File: config.mk
export PLATFORM = sky130hd
export DESIGN_NAME = shift_cmd_queue_16bit
export DESIGN_NICKNAME = d
export VERILOG_FILES = /design/src/rtl/shift_pkg.sv /design/src/rtl/shift_cmd_queue_16bit_shifter.sv /design/src/rtl/shift_cmd_queue_16bit.sv
export SDC_FILE = /design/constraint.sdc
export NUM_CORES = 1
export LEC_CHECK = 0
export CORE_UTILIZATION = 63
export CTS_BUF_LIST = sky130_fd_sc_hd__clkbuf_4 sky130_fd_sc_hd__clkbuf_8
export CTS_CLUSTER_DIAMETER = 80
export CTS_CLUSTER_SIZE = 30
export DETAILED_ROUTE_END_ITERATION = 8
export MAX_ROUTING_LAYER = met4
export PLACE_DENSITY = 0.84
export SETUP_SLACK_MARGIN = 0.02
export SYNTH_ARGS = -nofsm -noshare
export SYNTH_HDL_FRONTEND = slang
export SYNTH_SLANG_ARGS = --single-unit
File: constraint.sdc
create_clock -name clk -period 4.7 [get_ports clk]
set_input_delay 0.94 -clock clk [delete_from_list [all_inputs] [get_ports clk]]
set_output_delay 0.94 -clock clk [all_outputs]
set_load 0.02 [all_outputs]
File: src/rtl/shift_pkg.sv
// Shared types and constants for the 16-bit shifter command queue.
// SHIFT_ROTATE_EN adds a per-command rotate bit to shift_cmd_t.
package shift_pkg;

  localparam int SHIFT_W     = 16;
  localparam int SHIFT_AMT_W = 4;

  localparam logic DIR_RIGHT = 1'b0;
  localparam logic DIR_LEFT  = 1'b1;

  typedef struct packed {
    logic [SHIFT_W-1:0]     a;
    logic [SHIFT_AMT_W-1:0] amt;
    logic                   choice;
`ifdef SHIFT_ROTATE_EN
    logic                   rot;
`endif
  } shift_cmd_t;

  typedef enum logic {
    OUT_EMPTY = 1'b0,
    OUT_FULL  = 1'b1
  } out_state_t;

endpackage

File: src/rtl/shift_cmd_queue_16bit_shifter.sv
// Combinational 16-bit zero-fill shifter: left or logical right by 0..15.
module Shift_left_or_right_case_16bit
  import shift_pkg::*;
(
  input  logic [SHIFT_W-1:0]     a,
  input  logic [SHIFT_AMT_W-1:0] amt,
  input  logic                   choice,
  output logic [SHIFT_W-1:0]     y
);

  // NOTE: always_comb assigns a default first so no path can infer a latch.
  always_comb begin
    y = a;
    case (choice)
      DIR_LEFT:  y = a << amt;
      DIR_RIGHT: y = a >> amt;
      default:   y = a;
    endcase
  end

endmodule

File: src/rtl/shift_cmd_queue_16bit.sv
// Valid/ready command queue in front of the 16-bit shifter with a registered result.
// Optional SHIFT_ROTATE_EN adds in_rot, turning a command into a rotate.
module shift_cmd_queue_16bit
  import shift_pkg::*;
#(
  parameter int DEPTH = 4,
  parameter int W     = SHIFT_W
) (
  input  logic                     clk,
  input  logic                     reset,
  input  logic                     in_valid,
  output logic                     in_ready,
  input  logic [W-1:0]             in_a,
  input  logic [SHIFT_AMT_W-1:0]   in_amt,
  input  logic                     in_choice,
`ifdef SHIFT_ROTATE_EN
  input  logic                     in_rot,
`endif
  output logic                     out_valid,
  input  logic                     out_ready,
  output logic [W-1:0]             out_y,
  output logic [$clog2(DEPTH):0]   level
);

  localparam int PTR_W = $clog2(DEPTH);
  localparam int LVL_W = PTR_W + 1;

  shift_cmd_t mem [DEPTH];
  logic [PTR_W-1:0] wr_ptr, rd_ptr;
  shift_cmd_t wr_cmd, head;
  logic push, load;
  logic [W-1:0] shift_y, result;
  out_state_t state_q, state_d;

  always_comb begin
    wr_cmd        = '0;
    wr_cmd.a      = in_a;
    wr_cmd.amt    = in_amt;
    wr_cmd.choice = in_choice;
`ifdef SHIFT_ROTATE_EN
    wr_cmd.rot    = in_rot;
`endif
  end

  // in_ready comes from registered level only, so out_ready never reaches it.
  assign in_ready = (level != LVL_W'(DEPTH));
  assign push     = in_valid && in_ready;
  assign load     = (level != '0) && (!out_valid || out_ready);
  assign head     = mem[rd_ptr];

  Shift_left_or_right_case_16bit u_shifter (
    .a      (head.a),
    .amt    (head.amt),
    .choice (head.choice),
    .y      (shift_y)
  );

`ifdef SHIFT_ROTATE_EN
  logic [W-1:0] rot_y;
  logic [4:0]   inv_amt;

  assign inv_amt = 5'(SHIFT_W) - {1'b0, head.amt};

  always_comb begin
    rot_y = head.a;
    if (head.choice == DIR_LEFT)
      rot_y = (head.a << head.amt) | (head.a >> inv_amt);
    else
      rot_y = (head.a >> head.amt) | (head.a << inv_amt);
  end

  assign result = head.rot ? rot_y : shift_y;
`else
  assign result = shift_y;
`endif

  // NOTE: FIFO storage has no reset; valid entries are tracked by the pointers,
  // so clearing the array would only cost flops.
  always_ff @(posedge clk) begin
    if (push) mem[wr_ptr] <= wr_cmd;
  end

  // NOTE: all sequential state uses non-blocking assignments.
  always_ff @(posedge clk or posedge reset) begin
    if (reset) begin
      wr_ptr <= '0;
      rd_ptr <= '0;
      level  <= '0;
    end else begin
      if (push) wr_ptr <= wr_ptr + PTR_W'(1);
      if (load) rd_ptr <= rd_ptr + PTR_W'(1);
      case ({push, load})
        2'b10:   level <= level + LVL_W'(1);
        2'b01:   level <= level - LVL_W'(1);
        default: level <= level;
      endcase
    end
  end

  always_ff @(posedge clk or posedge reset) begin
    if (reset) begin
      state_q <= OUT_EMPTY;
      out_y   <= '0;
    end else begin
      state_q <= state_d;
      if (load) out_y <= result;
    end
  end

  always_comb begin
    state_d   = state_q;
    out_valid = (state_q == OUT_FULL);
    case (state_q)
      OUT_EMPTY: if (load) state_d = OUT_FULL;
      OUT_FULL:  if (out_ready && !load) state_d = OUT_EMPTY;
      default:   state_d = OUT_EMPTY;
    endcase
  end

endmodule

==> flow_summary.rst, run 1 <==
.. list-table::
   :header-rows: 1

   * - Metric
     - Value
   * - Run status
     - completed
   * - Hold violation total from the final report
     - 0
   * - Leak
     - 0.00222 uW
   * - # rows
     - 33
   * - Area Overhead vs Synth
     - 11.9%
   * - First element of the critical path
     - rd_ptr[0]$_DFFE_PP0P_
   * - Count of synthesis-stage warnings from yosys
     - 0
   * - Final weighted congestion in routability-driven placement
     - ~1.0
   * - Via total after detailed routing
     - 3606
   * - Deepest level of the CTS H-tree
     - 3
   * - HPWL after detailed placement
     - 8.20 mm
   * - Number of pins with negative max-slew slack in the final report
     - 0
   * - Register bit total from synthesis
     - 108
   * - Area of the mapped netlist
     - 5510 um2
   * - Min Clock Period, post-route
     - ~3200 ps
   * - Share of synthesized area occupied by flip-flops and latches
     - between 50% and 60%
   * - Buffers on Ports
     - 45
   * - Die Footprint
     - 9120 um2
   * - Hold path startpoint
     - out_y[14]$_DFFE_PP0P_
   * - Number of buffers created by CTS
     - 9
   * - All-Layer GR Usage
     - 30.2%
   * - Power per cell area
     - 794 nW/um2
   * - Most common cell after layout, fill and taps aside
     - edfxtp_1
   * - Initial core utilization
     - between 60% and 70%
   * - Number of global-route vias before repair
     - 3501
   * - Final global-route overflow total
     - 0
   * - Endpoint type of the worst setup path
     - flip-flop
   * - Number of max-capacitance violations reported
     - 0
   * - Count of distinct cell types in the synthesized netlist
     - 55
   * - Period utilisation layout
     - 67.0%
   * - I/O pin count
     - 46
   * - Horizontal extent of the die
     - ~96 um
   * - Number of routed nets with antenna violations
     - 0
   * - Total setup violations reported at the end of the flow
     - 0
   * - Maximum number of pins on one net before global-route repair
     - 40
   * - WL/cell
     - 22.1 um
   * - Core ar.
     - around 8300 um2
   * - Post-CTS Setup Inserts
     - 0
   * - Proportion of layout cells with a drive suffix above 1
     - 13.3%
   * - Remaining design rule violation count
     - 0
   * - Worst setup path class
     - flip-flop to flip-flop
   * - Clock latency at the later pin of the worst-skew pair
     - 380 ps
   * - ANT cells
     - 0
   * - Vias/cell
     - 6.57
   * - Worst endpoint data arrival time
     - roughly 3400 ps
   * - Routed WL
     - 12.1 mm
   * - Data required time at the worst endpoint
     - 4950 ps
   * - Synth Net Count
     - 434
   * - Detailed-router iteration count before antenna repair
     - 5
   * - Reg2Reg Launch Point
     - rd_ptr[0]$_DFFE_PP0P_
   * - DRC marker count from the first detailed-route iteration
     - 377
   * - Count of hold buffers inserted by post-cts repair
     - 0
   * - Worst IR drop on VDD
     - between 0.0003 and 0.0004 V
   * - Worst slew slack as a fraction of its limit
     - 32.8%
   * - Global-route wire length before repair
     - 18.9 mm
   * - Vert. Die Dim
     - between 90 and 100 um
   * - Antenna violations before repair
     - 0
   * - Fill cells
     - 531
   * - Clock tree skew after final layout
     - approximately 21 ps
   * - Share of the synthesized area in the top cell type
     - between 40% and 50%
   * - Cell type with the highest aggregate area in the netlist
     - edfxtp_1
   * - Final net count
     - 470
   * - Gate count of the mapped netlist
     - 403
   * - Crit path launch type
     - flip-flop
   * - Commonest cells after routing, fill and taps aside
     - edfxtp_1 (84), clkdlybuf4s50_1 (45), nor2_1 (43), mux2i_1 (38), dfrtp_1 (24)
   * - EDFF count, synth
     - 84
   * - Area taken by multi-input logic gates
     - 2180 um2
   * - Hold WC Path Type
     - flip-flop to flip-flop
   * - Average size of a mapped cell
     - 13.7 um2
   * - Sequential standard cell area
     - between 3000 and 4000 um2
   * - Post-synthesis async set-or-reset flop share
     - 22.2%
   * - Clock slew at the register clock pins of the worst setup and hold paths
     - 110 ps
   * - Cells taking the most area after synthesis
     - edfxtp_1 (46%), dfrtp_1 (11%), mux4_2 (9.4%)
   * - Clock Sinks
     - 108
   * - Resized Gates After CTS
     - 0
   * - Clk buf depth
     - 2
   * - Hold slack final
     - approximately 500 ps
   * - Transition time of the tightest slew-check pin
     - 1010 ps
   * - Setup repair after global routing missed its margin
     - false
   * - Critical path fanouts, max
     - 39
   * - Ys flop type
     - edfxtp_1
   * - Fin Setup TNS
     - 0 ps
   * - Fmax
     - roughly 320 MHz
   * - TritonCTS clock tree
     - yes
   * - Clock root buffer
     - clkbuf_8
[flip-flops by register name, summed over array words and instances, names as in the netlist]
signal / count
out_valid: 1
level: 3
wr_ptr: 2
out_y: 16
mem: 84
rd_ptr: 2
[where the power goes]
| group | leakage [uW] | internal (uW) | total, uW | switching, uW |
|---|---|---|---|---|
| Clock | 0.000102 | 210 | 558 | 348 |
| Sequential | 0.00105 | 1300 | 1410 | 110 |
| Combinational | 0.00107 | 1170 | 2920 | 1750 |
| Total | 0.00222 | 2680 | 4890 | 2210 |
[per-stage QoR]
step | worst slack, ps | cell area, um2 | power (uW) | utilization, % | instances
after floorplan | 2120 | 5510 | 3610 | - | 403
after global placement | 1610 | 5960 | 4270 | 71.5 | 533
after detailed placement | 1530 | 5960 | 4310 | 71.5 | 533
after CTS | 1550 | 6160 | 4860 | 73.9 | 549
after global routing | 1300 | 6160 | 5180 | 73.9 | 549
final | 1550 | 6160 | 4890 | 73.9 | 549
[critical path, stage by stage, from the launching register on]
cell      delay, ps
dfrtp_1         340
buf_4           410
mux4_2         1000
mux2i_1         460
mux2i_1         200
nand2_1         110
o311ai_0        160
o32a_1          320
[cell families after synthesis]
family,after synthesis,synth area share [%]
buf+inv,33,3.66
compound gates,74,9.56
mux,72,19.0
xor+xnor,6,0.954
fa+ha+maj,6,1.50
simple gates,104,8.66
flops,108,56.7
[synth_stat cells (3+ instances only)]
master / instances
edfxtp_1: 84
nor2_1: 43
mux2i_1: 38
dfrtp_1: 24
mux4_2: 23
nand2_1: 20
a21oi_1: 15
nor3_1: 13
buf_2: 11
a211oi_1: 9
o21ai_0: 8
o22a_1: 8
buf_6: 7
nand2b_1: 7
and3_1: 6
inv_1: 6
ha_1: 5
mux2_2: 5
xnor2_1: 5
a31oi_1: 4
clkbuf_1: 4
nand3_1: 4
o211ai_1: 4
and2_1: 3
buf_4: 3
mux2i_2: 3
nor2b_1: 3
o21ai_1: 3
o32a_1: 3
[cell type report]
class | count | area share (%)
timing repair buffer | 52 | 8.16
sequential | 108 | 50.7
inverter | 6 | 0.365
tap | 105 | 2.13
multi-input combinational | 262 | 35.4
clock inverter | 7 | 1.22
clock buffer | 9 | 2.01
[final timing paths]
kind	endpoint	slack [ps]	depth (start not counted)
min reg2reg	out_y[14]$_DFFE_PP0P_	500	1
min	out_y[14]$_DFFE_PP0P_	500	1
max reg2reg	out_y[3]$_DFFE_PP0P_	1550	7
max in group asynchronous	out_y[3]$_DFFE_PP0P_	3040	2
min in group asynchronous	level[2]$_DFFE_PP0P_	1060	2
max	out_y[3]$_DFFE_PP0P_	1550	7
[per-layer routing]
layer / track usage, % / part of all wire, % / wire (um) / vias up
li1: - / - / - / 1633
met2: 45.0 / 48 / 5820 / 172
met1: 41.3 / 42 / 5150 / 1772
met5: - / 0 / 0 / -
met4: 13.6 / 2.8 / 343 / 0
met3: 4.70 / 6.8 / 827 / 29
Power figures use the tool's default switching activity.
==> run 2: changes to the inputs <==
--- a/config.mk
+++ b/config.mk
@@ -5,13 +5,13 @@
 export SDC_FILE = /design/constraint.sdc
 export NUM_CORES = 1
 export LEC_CHECK = 0
-export CORE_UTILIZATION = 63
+export CORE_UTILIZATION = 60
 export CTS_BUF_LIST = sky130_fd_sc_hd__clkbuf_4 sky130_fd_sc_hd__clkbuf_8
 export CTS_CLUSTER_DIAMETER = 80
 export CTS_CLUSTER_SIZE = 30
 export DETAILED_ROUTE_END_ITERATION = 8
 export MAX_ROUTING_LAYER = met4
-export PLACE_DENSITY = 0.84
+export PLACE_DENSITY = 0.8
 export SETUP_SLACK_MARGIN = 0.02
 export SYNTH_ARGS = -nofsm -noshare
 export SYNTH_HDL_FRONTEND = slang
==> constraint.sdc (replaced) <==
create_clock -name clk -period 3.2 [get_ports clk]
set_input_delay 0.64 -clock clk [delete_from_list [all_inputs] [get_ports clk]]
set_output_delay 0.64 -clock clk [all_outputs]
set_load 0.02 [all_outputs]
==> flow_summary.rst, run 2 (same netlist as run 1, synthesis figures left out) <==
.. list-table::
   :header-rows: 1

   * - Metric
     - Value
   * - Min Clock Period, post-route
     - 2630 ps (-518 ps)
   * - Number of flip-flops under the largest register name
     - 84 (unchanged)
   * - Global-route wire length before repair
     - 18.6 mm (-1.4%)
   * - Number of max-capacitance violations reported
     - 0 (unchanged)
   * - Critical path fanouts, max
     - 16 (-59%)
   * - HPWL after detailed placement
     - 8.11 mm (-1.1%)
   * - Clock latency at the later pin of the worst-skew pair
     - 370 ps (about the same)
   * - Number of routed nets with antenna violations
     - 0 (unchanged)
   * - Worst IR drop on VDD
     - 0.000556 V (+71%)
   * - Design internal power
     - 4010 uW (+49%)
   * - Routed WL
     - 11.6 mm (-4.1%)
   * - Combinational Power Share
     - 59.9% (+0.2 points)
   * - Final weighted congestion in routability-driven placement
     - 0.930 (-7.5%)
   * - Hold WC Path Type
     - flip-flop to flip-flop
   * - Number of pins with negative max-slew slack in the final report
     - 0 (unchanged)
   * - Clock Sinks
     - 108 (unchanged)
   * - Die Footprint
     - 9570 um2 (+4.9%)
   * - Area Overhead vs Synth
     - 12.9%
   * - ANT cells
     - 0 (unchanged)
   * - TritonCTS clock tree
     - yes
   * - Endpoint type of the worst setup path
     - flip-flop
   * - Post-Place Cells
     - 543 (+1.9%)
   * - Buffers on Ports
     - 45 (unchanged)
   * - Relative contribution of the clock network to total power
     - 11.0% (-0.4 points)
   * - Antenna violations before repair
     - 0 (unchanged)
   * - # rows
     - 34 (+3.0%)
   * - Failing checks
     - DRC
   * - Proportion of layout cells with a drive suffix above 1
     - 14.6% (+1.3 points)
   * - Commonest cells after routing, fill and taps aside
     - edfxtp_1 (84), clkdlybuf4s50_1 (45), nor2_1 (43), mux2i_1 (38), dfrtp_1 (24)
   * - Sequential share of power
     - 29.1% (+0.2 points)
   * - Hold violation total from the final report
     - 0 (unchanged)
   * - Remaining design rule violation count
     - 2 (+2)
   * - Final net count
     - 477 (+1.5%)
   * - Core ar.
     - 8810 um2 (+5.6%)
   * - Fin Setup TNS
     - 0 ps (unchanged)
   * - Vias/cell
     - 6.39 (-2.8%)
   * - Worst endpoint data arrival time
     - 2930 ps (-470 ps)
   * - Largest register by flop count
     - mem
   * - Number of global-route vias before repair
     - 3507 (+0.17%)
   * - Clock tree skew after final layout
     - 13.8 ps (-7.34 ps)
   * - Setup repair after global routing missed its margin
     - false
   * - Run status
     - finished, violations left
   * - Leak
     - 0.00225 uW (+1.4%)
   * - Worst-path cell chain
     - buf_4, mux4_2, nand2b_1, o22ai_1, nor3_1, a31o_1, o31ai_2
   * - Deepest level of the CTS H-tree
     - 3 (unchanged)
   * - Largest registers
     - mem (84), out_y (16), level (3)
   * - Period utilisation layout
     - 82.3% (+15 points)
   * - Clk buf depth
     - 2 (unchanged)
   * - I/O pin count
     - 46 (unchanged)
   * - Clock root buffer
     - clkbuf_8
   * - Number of buffers created by CTS
     - 9 (unchanged)
   * - Total setup violations reported at the end of the flow
     - 0 (unchanged)
   * - Count of placed standard cells in the final layout, fillers left out
     - 559 (+1.8%)
   * - Most common cell after layout, fill and taps aside
     - edfxtp_1
   * - Post-CTS Setup Inserts
     - 0 (unchanged)
   * - Fmax
     - 380 MHz (+20%)
   * - Worst setup path class
     - flip-flop to flip-flop
   * - Power per cell area
     - 1150 nW/um2 (+45%)
   * - Worst slew slack as a fraction of its limit
     - 35.7% (+2.9 points)
   * - Clock slew at the register clock pins of the worst setup and hold paths
     - 110 ps (about the same)
   * - DRC marker count from the first detailed-route iteration
     - 211 (-44%)
   * - Initial core utilization
     - 62.5% (-3.5 points)
   * - WL/cell
     - 20.8 um (-5.8%)
   * - Critical path's slowest cell
     - dfrtp_1
   * - All-Layer GR Usage
     - 26.9% (-3.3 points)
   * - Maximum number of pins on one net before global-route repair
     - 40 (unchanged)
   * - Data required time at the worst endpoint
     - 3490 ps (-1460 ps)
   * - Stage delay of the slowest cell on the critical path
     - 670 ps (-330 ps)
   * - Final global-route overflow total
     - 0 (unchanged)
   * - Crit path launch type
     - flip-flop
   * - Detailed-router iteration count before antenna repair
     - 7 (+2)
   * - Switching Power
     - 3170 uW (+44%)
   * - Vert. Die Dim
     - 97.8 um (+2.4%)
   * - Via total after detailed routing
     - 3570 (-1.0%)
   * - Switching Fraction
     - 44.2% (-0.96 points)
   * - Horizontal extent of the die
     - 97.8 um (+2.4%)
   * - Transition time of the tightest slew-check pin
     - 963 ps (-45.1 ps)
   * - Resized Gates After CTS
     - 0 (unchanged)
   * - Count of hold buffers inserted by post-cts repair
     - 0 (unchanged)
## run 2: cell count changes in the layout (fill, tap and decap cells not counted), sizes merged
cell,change
buf,+7
clkbuf,+1
clkinv,-1
clkinvlp,+1
inv,-1
## run 2: final cells by class
cell class                 count  area [um2]
multi-input combinational    262        2180
tap                          108         135
timing repair buffer          59         568
inverter                       6        22.5
fill                         612        2590
clock buffer                  10         131
clock inverter                 6        56.3
sequential                   108        3120
## run 2: stage by stage
stage / area (um2) / setup WS [ps] / utilization, % / hold slack, ps / total power, uW
after detailed placement: 6030 / 624 / 68.5 / 483 / 6380
after global placement: 6030 / 590 / 68.5 / 476 / 6340
after global routing: 6220 / 449 / 70.6 / 535 / 7620
after CTS: 6220 / 593 / 70.6 / 508 / 7170
final: 6220 / 567 / 70.6 / 499 / 7180
after floorplan: 5510 / 917 / - / 580 / 5300
## run 2: critical path, delay by kind of cell (launching register included)
kind | cells | cell delay (ps)
AO/OA/AOI/OAI | 3 | 650
multiplexers | 1 | 510
flip-flops | 1 | 670
AND/OR/NAND/NOR | 2 | 420
buffers and inverters | 1 | 300
## run 2: final timing paths
path                                       startpoint                    end  slack (ps)  depth (start not counted)
worst min register to register  out_y[14]$_DFFE_PP0P_  out_y[14]$_DFFE_PP0P_         500                          1
max in group asynchronous                       reset  wr_ptr[1]$_DFFE_PP0P_        1830                          2
worst max register to register  rd_ptr[1]$_DFFE_PP0P_  out_y[10]$_DFFE_PP0P_         570                          7
worst max-delay path            rd_ptr[1]$_DFFE_PP0P_  out_y[10]$_DFFE_PP0P_         570                          7
min in group asynchronous                       reset   level[1]$_DFFE_PP0P_         770                          2
worst min-delay path            out_y[14]$_DFFE_PP0P_  out_y[14]$_DFFE_PP0P_         500                          1
## run 2: power by group through the flow
stage / sequential, uW / combinational [uW] / clock (uW)
after floorplan: 2210 / 3090 / 0
after global placement: 2100 / 4240 / 0
after detailed placement: 2120 / 4250 / 0
after CTS: 2090 / 4260 / 808
after global routing: 2130 / 4640 / 851
final: 2090 / 4300 / 791
## run 2: per-layer routing
| metal | wire length, um | vias up | global-route usage, % |
|---|---|---|---|
| met5 | 0 | - | - |
| met4 | 302 | 0 | 12.2 |
| met3 | 749 | 33 | 3.94 |
| met2 | 5550 | 157 | 41.7 |
| met1 | 5050 | 1743 | 35.6 |
| li1 | - | 1637 | - |
